==> config.mk <==
export PLATFORM = sky130hd
export DESIGN_NAME = id_ex_decode
export DESIGN_NICKNAME = d
export VERILOG_FILES = /design/src/rtl/mips_pkg.sv /design/src/rtl/alu_ctrl_decode.sv /design/src/rtl/id_ex_decode.sv
export SDC_FILE = /design/constraint.sdc
export NUM_CORES = 1
export LEC_CHECK = 0
export ABC_AREA = 1
export BUFFER_PORTS_ARGS = -buffer_cell sky130_fd_sc_hd__buf_4
export CORE_AREA = 2 2 100 102
export DETAILED_ROUTE_END_ITERATION = 12
export DIE_AREA = 0 0 102 104
export GPL_TIMING_DRIVEN = 1
export PLACE_DENSITY = 0.75
export SLEW_MARGIN = 20
export SYNTH_ARGS = -nofsm -noshare
export SYNTH_HDL_FRONTEND = slang
export SYNTH_SLANG_ARGS = --single-unit
==> constraint.sdc <==
create_clock -name clk -period 1.6 [get_ports clk]
set_clock_uncertainty 0.05 [all_clocks]
set_input_delay 0.32 -clock clk [delete_from_list [all_inputs] [get_ports clk]]
set_output_delay 0.32 -clock clk [all_outputs]
set_load 0.01 [all_outputs]
==> src/rtl/mips_pkg.sv <==
// Shared MIPS decode definitions: ALU codes, opcode/funct constants,
// branch encoding and the control bundle produced by the ID decoder.
package mips_pkg;

  // ALU operation codes consumed by EX
  localparam logic [4:0] ALU_ADD  = 5'b00000;
  localparam logic [4:0] ALU_AND  = 5'b00001;
  localparam logic [4:0] ALU_XOR  = 5'b00010;
  localparam logic [4:0] ALU_OR   = 5'b00011;
  localparam logic [4:0] ALU_NOR  = 5'b00100;
  localparam logic [4:0] ALU_SUB  = 5'b00101;
  localparam logic [4:0] ALU_ANDI = 5'b00110;
  localparam logic [4:0] ALU_XORI = 5'b00111;
  localparam logic [4:0] ALU_ORI  = 5'b01000;
  localparam logic [4:0] ALU_SLL  = 5'b10000;
  localparam logic [4:0] ALU_SRL  = 5'b10001;
  localparam logic [4:0] ALU_SRA  = 5'b10010;
  localparam logic [4:0] ALU_SLT  = 5'b10011;
  localparam logic [4:0] ALU_SLTU = 5'b10100;
  localparam logic [4:0] ALU_ADDU = 5'b10101;
  localparam logic [4:0] ALU_SUBU = 5'b10110;
  localparam logic [4:0] ALU_LUI  = 5'b10111;

  // Primary opcodes
  localparam logic [5:0] OP_RTYPE = 6'h00;
  localparam logic [5:0] OP_BEQ   = 6'h04;
  localparam logic [5:0] OP_BNE   = 6'h05;
  localparam logic [5:0] OP_ADDI  = 6'h08;
  localparam logic [5:0] OP_ADDIU = 6'h09;
  localparam logic [5:0] OP_SLTI  = 6'h0A;
  localparam logic [5:0] OP_SLTIU = 6'h0B;
  localparam logic [5:0] OP_ANDI  = 6'h0C;
  localparam logic [5:0] OP_ORI   = 6'h0D;
  localparam logic [5:0] OP_XORI  = 6'h0E;
  localparam logic [5:0] OP_LUI   = 6'h0F;
  localparam logic [5:0] OP_LW    = 6'h23;
  localparam logic [5:0] OP_SW    = 6'h2B;

  // R-type funct codes
  localparam logic [5:0] F_SLL  = 6'h00;
  localparam logic [5:0] F_SRL  = 6'h02;
  localparam logic [5:0] F_SRA  = 6'h03;
  localparam logic [5:0] F_SLLV = 6'h04;
  localparam logic [5:0] F_SRLV = 6'h06;
  localparam logic [5:0] F_SRAV = 6'h07;
  localparam logic [5:0] F_ADD  = 6'h20;
  localparam logic [5:0] F_ADDU = 6'h21;
  localparam logic [5:0] F_SUB  = 6'h22;
  localparam logic [5:0] F_SUBU = 6'h23;
  localparam logic [5:0] F_AND  = 6'h24;
  localparam logic [5:0] F_OR   = 6'h25;
  localparam logic [5:0] F_XOR  = 6'h26;
  localparam logic [5:0] F_NOR  = 6'h27;
  localparam logic [5:0] F_SLT  = 6'h2A;
  localparam logic [5:0] F_SLTU = 6'h2B;

  // Branch encoding
  localparam logic [1:0] BR_NONE = 2'b00;
  localparam logic [1:0] BR_EQ   = 2'b01;
  localparam logic [1:0] BR_NE   = 2'b10;

  // Control fields that are forced to zero whenever the EX slot is empty
  typedef struct packed {
    logic [4:0] alu_code;
    logic       a_sel;
    logic       b_sel;
    logic       reg_write;
    logic       mem_read;
    logic       mem_write;
    logic       illegal;
    logic [1:0] branch;
  } ctrl_t;

  // Full decode result of one instruction word
  typedef struct packed {
    ctrl_t       ctrl;
    logic [31:0] imm;
    logic [4:0]  rs;
    logic [4:0]  rt;
    logic [4:0]  rd;
    logic [4:0]  shamt;
    logic        uses_rs;
    logic        uses_rt;
  } dec_t;

  function automatic logic [31:0] sext16(input logic [15:0] v);
    return {{16{v[15]}}, v};
  endfunction

  function automatic logic [31:0] zext16(input logic [15:0] v);
    return {16'h0000, v};
  endfunction

  // Common shape of an immediate-operand instruction writing rt
  function automatic dec_t itype(input logic [4:0] code, input logic [31:0] imm,
                                 input logic [4:0] dst);
    dec_t d;
    d = '0;
    d.ctrl.alu_code  = code;
    d.ctrl.b_sel     = 1'b1;
    d.ctrl.reg_write = 1'b1;
    d.imm            = imm;
    d.rd             = dst;
    d.uses_rs        = 1'b1;
    return d;
  endfunction

endpackage

==> src/rtl/alu_ctrl_decode.sv <==
// Combinational decode of a 32-bit MIPS instruction into the ID/EX control bundle.
module alu_ctrl_decode
  import mips_pkg::*;
(
  input  logic [31:0] instr,
  output dec_t        dec
);

  logic [5:0] op_s;
  logic [5:0] fn_s;

  assign op_s = instr[31:26];
  assign fn_s = instr[5:0];

  // Opcode/funct to ALU code, operand selects, immediate and side-effect controls
  always_comb begin
    dec = '0;
    case (op_s)
      OP_RTYPE: begin
        dec.rd             = instr[15:11];
        dec.ctrl.reg_write = (instr[15:11] != 5'd0);
        dec.uses_rs        = 1'b1;
        dec.uses_rt        = 1'b1;
        case (fn_s)
          F_SLL:  begin dec.ctrl.alu_code = ALU_SLL; dec.ctrl.a_sel = 1'b1; dec.uses_rs = 1'b0; end
          F_SRL:  begin dec.ctrl.alu_code = ALU_SRL; dec.ctrl.a_sel = 1'b1; dec.uses_rs = 1'b0; end
          F_SRA:  begin dec.ctrl.alu_code = ALU_SRA; dec.ctrl.a_sel = 1'b1; dec.uses_rs = 1'b0; end
          F_SLLV: dec.ctrl.alu_code = ALU_SLL;
          F_SRLV: dec.ctrl.alu_code = ALU_SRL;
          F_SRAV: dec.ctrl.alu_code = ALU_SRA;
          F_ADD:  dec.ctrl.alu_code = ALU_ADD;
          F_ADDU: dec.ctrl.alu_code = ALU_ADDU;
          F_SUB:  dec.ctrl.alu_code = ALU_SUB;
          F_SUBU: dec.ctrl.alu_code = ALU_SUBU;
          F_AND:  dec.ctrl.alu_code = ALU_AND;
          F_OR:   dec.ctrl.alu_code = ALU_OR;
          F_XOR:  dec.ctrl.alu_code = ALU_XOR;
          F_NOR:  dec.ctrl.alu_code = ALU_NOR;
          F_SLT:  dec.ctrl.alu_code = ALU_SLT;
          F_SLTU: dec.ctrl.alu_code = ALU_SLTU;
          default: begin
            dec              = '0;
            dec.ctrl.illegal = 1'b1;
          end
        endcase
      end
      OP_BEQ, OP_BNE: begin
        dec.ctrl.alu_code = ALU_SUB;
        dec.ctrl.branch   = (op_s == OP_BEQ) ? BR_EQ : BR_NE;
        dec.imm           = sext16(instr[15:0]);
        dec.uses_rs       = 1'b1;
        dec.uses_rt       = 1'b1;
      end
      OP_ADDI:  dec = itype(ALU_ADD,  sext16(instr[15:0]), instr[20:16]);
      OP_ADDIU: dec = itype(ALU_ADDU, sext16(instr[15:0]), instr[20:16]);
      OP_SLTI:  dec = itype(ALU_SLT,  sext16(instr[15:0]), instr[20:16]);
      OP_SLTIU: dec = itype(ALU_SLTU, sext16(instr[15:0]), instr[20:16]);
      OP_ANDI:  dec = itype(ALU_ANDI, zext16(instr[15:0]), instr[20:16]);
      OP_ORI:   dec = itype(ALU_ORI,  zext16(instr[15:0]), instr[20:16]);
      OP_XORI:  dec = itype(ALU_XORI, zext16(instr[15:0]), instr[20:16]);
      OP_LUI: begin
        dec         = itype(ALU_LUI, zext16(instr[15:0]), instr[20:16]);
        dec.uses_rs = 1'b0;
      end
      OP_LW: begin
        dec               = itype(ALU_ADDU, sext16(instr[15:0]), instr[20:16]);
        dec.ctrl.mem_read = 1'b1;
      end
      OP_SW: begin
        dec                = itype(ALU_ADDU, sext16(instr[15:0]), instr[20:16]);
        dec.ctrl.reg_write = 1'b0;
        dec.ctrl.mem_write = 1'b1;
        dec.uses_rt        = 1'b1;
      end
      default: dec.ctrl.illegal = 1'b1;
    endcase
    // Raw register fields travel with every slot, legal or not
    dec.rs    = instr[25:21];
    dec.rt    = instr[20:16];
    dec.shamt = instr[10:6];
  end

endmodule

==> src/rtl/id_ex_decode.sv <==
// ID stage: decode, load-use hazard detection, handshake and ID/EX register.
module id_ex_decode
  import mips_pkg::*;
#(
  parameter logic [31:0] RESET_PC = 32'h0000_0000
) (
  input  logic        clk,
  input  logic        rst_n,
  input  logic        in_valid,
  output logic        in_ready,
  input  logic [31:0] in_instr,
  input  logic [31:0] in_pc,
  input  logic        flush,
  output logic        out_valid,
  input  logic        out_ready,
  output logic [4:0]  ex_alu_code,
  output logic        ex_a_sel,
  output logic        ex_b_sel,
  output logic [31:0] ex_imm,
  output logic [4:0]  ex_shamt,
  output logic [4:0]  ex_rs,
  output logic [4:0]  ex_rt,
  output logic [4:0]  ex_rd,
  output logic        ex_reg_write,
  output logic        ex_mem_read,
  output logic        ex_mem_write,
  output logic        ex_illegal,
  output logic [1:0]  ex_branch,
  output logic [31:0] ex_pc
);

  dec_t        dec_s;
  logic        hazard_s;
  logic        ready_s;

  logic        valid_q, valid_d;
  ctrl_t       ctrl_q, ctrl_d;
  logic [31:0] imm_q, imm_d;
  logic [4:0]  rs_q, rs_d, rt_q, rt_d, rd_q, rd_d, shamt_q, shamt_d;
  logic [31:0] pc_q, pc_d;

  alu_ctrl_decode u_dec (
    .instr (in_instr),
    .dec   (dec_s)
  );

  // Load-use hazard against the lw sitting in EX, and the accept condition
  always_comb begin
    hazard_s = valid_q & ctrl_q.mem_read & (rt_q != 5'd0) &
               ((dec_s.uses_rs & (rt_q == dec_s.rs)) |
                (dec_s.uses_rt & (rt_q == dec_s.rt)));
    ready_s  = ~flush & ~hazard_s & (~valid_q | out_ready);
  end

  // Next ID/EX contents; an emptied slot always carries zero controls
  always_comb begin
    valid_d = valid_q;
    ctrl_d  = ctrl_q;
    imm_d   = imm_q;
    rs_d    = rs_q;
    rt_d    = rt_q;
    rd_d    = rd_q;
    shamt_d = shamt_q;
    pc_d    = pc_q;
    if (flush || (hazard_s && (!valid_q || out_ready))) begin
      valid_d = 1'b0;
      ctrl_d  = '0;
    end else if (in_valid && ready_s) begin
      valid_d = 1'b1;
      ctrl_d  = dec_s.ctrl;
      imm_d   = dec_s.imm;
      rs_d    = dec_s.rs;
      rt_d    = dec_s.rt;
      rd_d    = dec_s.rd;
      shamt_d = dec_s.shamt;
      pc_d    = in_pc;
    end else if (valid_q && out_ready && !in_valid) begin
      valid_d = 1'b0;
      ctrl_d  = '0;
    end else begin
      valid_d = valid_q;
    end
  end

  // ID/EX pipeline register
  always_ff @(posedge clk or negedge rst_n) begin
    if (!rst_n) begin
      valid_q <= 1'b0;
      ctrl_q  <= '0;
      imm_q   <= 32'h0000_0000;
      rs_q    <= 5'd0;
      rt_q    <= 5'd0;
      rd_q    <= 5'd0;
      shamt_q <= 5'd0;
      pc_q    <= RESET_PC;
    end else begin
      valid_q <= valid_d;
      ctrl_q  <= ctrl_d;
      imm_q   <= imm_d;
      rs_q    <= rs_d;
      rt_q    <= rt_d;
      rd_q    <= rd_d;
      shamt_q <= shamt_d;
      pc_q    <= pc_d;
    end
  end

  assign in_ready     = ready_s;
  assign out_valid    = valid_q;
  assign ex_alu_code  = ctrl_q.alu_code;
  assign ex_a_sel     = ctrl_q.a_sel;
  assign ex_b_sel     = ctrl_q.b_sel;
  assign ex_reg_write = ctrl_q.reg_write;
  assign ex_mem_read  = ctrl_q.mem_read;
  assign ex_mem_write = ctrl_q.mem_write;
  assign ex_illegal   = ctrl_q.illegal;
  assign ex_branch    = ctrl_q.branch;
  assign ex_imm       = imm_q;
  assign ex_rs        = rs_q;
  assign ex_rt        = rt_q;
  assign ex_rd        = rd_q;
  assign ex_shamt     = shamt_q;
  assign ex_pc        = pc_q;

endmodule

==> out/qor.yml <==
die:
  start_util_pct: 42.6
  rows: 36
  dieArea_sq_mm: 0.0106
  die_w_um: 102
  ios: 168
  die-height_um: 104
  core_area_sq_mm: 0.00955
critical_path:
  path_depth: 15
  crit_chain: "buf_4, nand2_2, o2111ai_4, nor3_4, nand2_1, nand2_2, nand2_2, buf_6, nand3_4, buf_6, inv_8, buf_6, buf_16, nand2_1, nand2_1"
  path_class: "reg2reg"
  crit_fanout: 6
  rr_worst_depth: 15
  path_buf_inv: 6
  slowest_stage: "dfrtp_2"
  start_kind: "flip-flop"
  setup.worst_path.start: "ex_rt[0]"
  rrSetupSlack_ps: -630
  critPathRequiredTime_ps: 1800
  max_stage_delay_ps: 460
  rr_endpoint: "ex_rd[4]"
  cpLargestDelayFamily: "simple AND/OR/NAND/NOR gates"
  timing.rr.start: "ex_rt[0]"
  cp-end-kind: "flip-flop"
  crit_arrival_ps: 2430
flow_run:
  cap_violations: 0
cts:
  cts.htree.levels: 3
  path_clk_slew_ps: 100
  clockRootBuffer: "clkbuf_8"
  cts_buffer_depth: 2
  clkLatencyLatePin_ps: 350
  clock-sinks: 83
  cts_buffers: 9
  cts_tree: "built"
power:
  max-vdd-ir-drop_mv: 0.537
  power_density_mw_per_mm2: 823
  power_frac_comb_pct: 33.6
  switchingPower_mw: 2.10
  p_int_mw: 4.12
  leakage_nw: 4.18
  power.total_mw: 6.22
  p_seq_share_pct: 41.5
  swShare_pct: 33.7
  clock_power_share_pct: 24.9
grt:
  grt_pass1_vias: 4698
  grt_pass1_wl_mm: 23.3
  overflow: 0
  grt_max_degree: 84
  antenna_found_initial: 0
  grt.total_usage_pct: 28.1
logic_synthesis:
  yosys_warnings: 0
  postSynthAreaPerCell_sq_um: 7.67
  yosysUniqueCellTypes: 31
  synth_enable_flop_cells: 0
  synth_async_sr_flop_share_pct: 100
  netlist_area_sq_mm: 0.00407
  syn_nets: 599
  synth_seq_area_share_pct: 51.1
  synth_top_flop_cell: "dfrtp_1"
  synthCells: 530
  ys_seq_elements: 83
detailed_routing:
  routedWlPerCell_um: 18.7
  vias: 4789
  dr.pass1.iters: 5
  drtIter0Drc: 318
  routed_via_density: 5.27
  wirelength_mm: 17.0
  drc_errors: 0
  ant_nets: 0
timing:
  relSlewSlack_pct: 67.3
  clock.fmax_mhz: 449
  fin_crit_sh_pct: 139
  finalCriticalPeriod_ps: 2230
  fin_ws_ps: -628
  finalSetupTns_ps: -46310
  hold_viol_final: 0
  tightest_slew_ps: 485
  finalHoldWorstSlack_ps: 104
  rsz0062_at_grt: "true"
  drv_slew: 0
  setup_violations: 84
final_layout:
  mostFrequentLayoutCells: "buf_4 (216), nand2_1 (121), nand2_2 (81), dfrtp_1 (78), nand2_4 (57)"
  layout_commonest_cell: "buf_4"
  diodes: 0
  fin_cells: 909
  area_growth_pct: 85.8
  drive_gt1_share_pct: 60.2
  nets: 840
placed_design:
  gp_congestion: 0.866
  placed_cells: 854
  portBuffers: 167
  dp_hpwl_mm: 8.74
worst_hold_path:
  hold_path_end: "ex_pc[25]"
  hold_start: "in_pc[25]"
  hp-class: "in2reg"
  holdPathStages: 3
outcome:
  violations: "setup timing"
  status: "finished, violations left"
[state kept, by name, indices dropped and copies added, names as in the netlist, 2 cells and up]
name	cells
ex_alu_code	5
ex_branch	2
ex_imm	17
ex_pc	32
ex_rd	5
ex_rs	5
ex_rt	5
ex_shamt	5
[worst register-to-register path, cell delays in order, from the launching register on]
cell,delay [ps]
dfrtp_2,460
buf_4,150
nand2_2,90
o2111ai_4,120
nor3_4,240
nand2_1,90
nand2_2,70
nand2_2,60
buf_6,120
nand3_4,120
buf_6,140
inv_8,50
buf_6,130
buf_16,130
nand2_1,70
nand2_1,50
[layer usage]
| layer | global-route usage, % | part of all wire, % |
|---|---|---|
| met1 | 32.9 | 36 |
| met2 | 47.8 | 53 |
| met3 | 4.70 | 5.5 |
| met4 | 16.5 | 5.4 |
| met5 | 0 | 0 |
[power by group through the flow]
stage / logic [mW] / registers (mW) / clock network (mW)
2_1_floorplan: 0.479 / 2.65 / 0
5_1_grt: 2.22 / 2.60 / 1.63
6_report: 2.09 / 2.58 / 1.55
3_5_place_dp: 1.43 / 2.53 / 0
4_1_cts: 1.83 / 2.50 / 1.51
3_3_place_gp: 1.40 / 2.52 / 0
[area by class of cell]
| type | count | area [sq um] |
|---|---|---|
| inverter | 35 | 139 |
| tap | 133 | 166 |
| fill | 573 | 2000 |
| timing repair inverter | 1 | 20.0 |
| multi-input combinational | 377 | 2440 |
| clock inverter | 6 | 63.8 |
| sequential | 83 | 2080 |
| clock buffer | 10 | 128 |
| timing repair buffer | 264 | 2520 |
[through the flow]
stage                     utilization [%]  instance area (sq um)  setup WS (ps)
after global routing                 79.1                   7550           -696
final                                79.1                   7550           -628
after CTS                            73.7                   7040           -631
after global placement               60.8                   5810           -425
after detailed placement             60.8                   5810           -473
after floorplan                         -                   4100          -80.8
[cell usage after synthesis, types with 3 or more instances]
library cell	number	share of area, %
o21ai_0	10	1.2
xor2_1	4	0.86
nand2_1	257	24
buf_4	17	3.1
inv_1	27	2.5
nor4_1	3	0.46
nand3_1	18	2.2
dfrtp_1	83	51
inv_2	8	0.74
buf_2	14	1.7
nor3_1	4	0.49
nor2_1	25	2.3
o2111ai_1	3	0.65
or2_2	3	0.46
nand4_1	16	2.5
o21ai_1	16	2.0
[worst max-delay path by stage]
stage	endpoint	slack (ps)
finish	ex_rd[4]	-630
CTS	in_ready	-630
global route	ex_rd[0]	-700
detailed placement	ex_pc[5]	-470
global placement	ex_illegal	-420
floorplan	ex_imm[6]	-80
[cells by family after synthesis]
kind of cell	synth area share, %
buffers and inverters	8.83
AND/OR/NAND/NOR	33.3
AO/OA/AOI/OAI	5.51
XOR/XNOR	1.29
flip-flops	51.1
[timing repair]
item                                   4_1_cts  5_1_grt
setup endpoints to repair                   84      101
endpoints found under the hold margin       83        0
cloned                                      19        2
buffers inserted                            20        7
gates resized for setup                    113      171
hold buffers                                 1        0
pin swaps                                   28       33
Power figures use the tool's default switching activity.
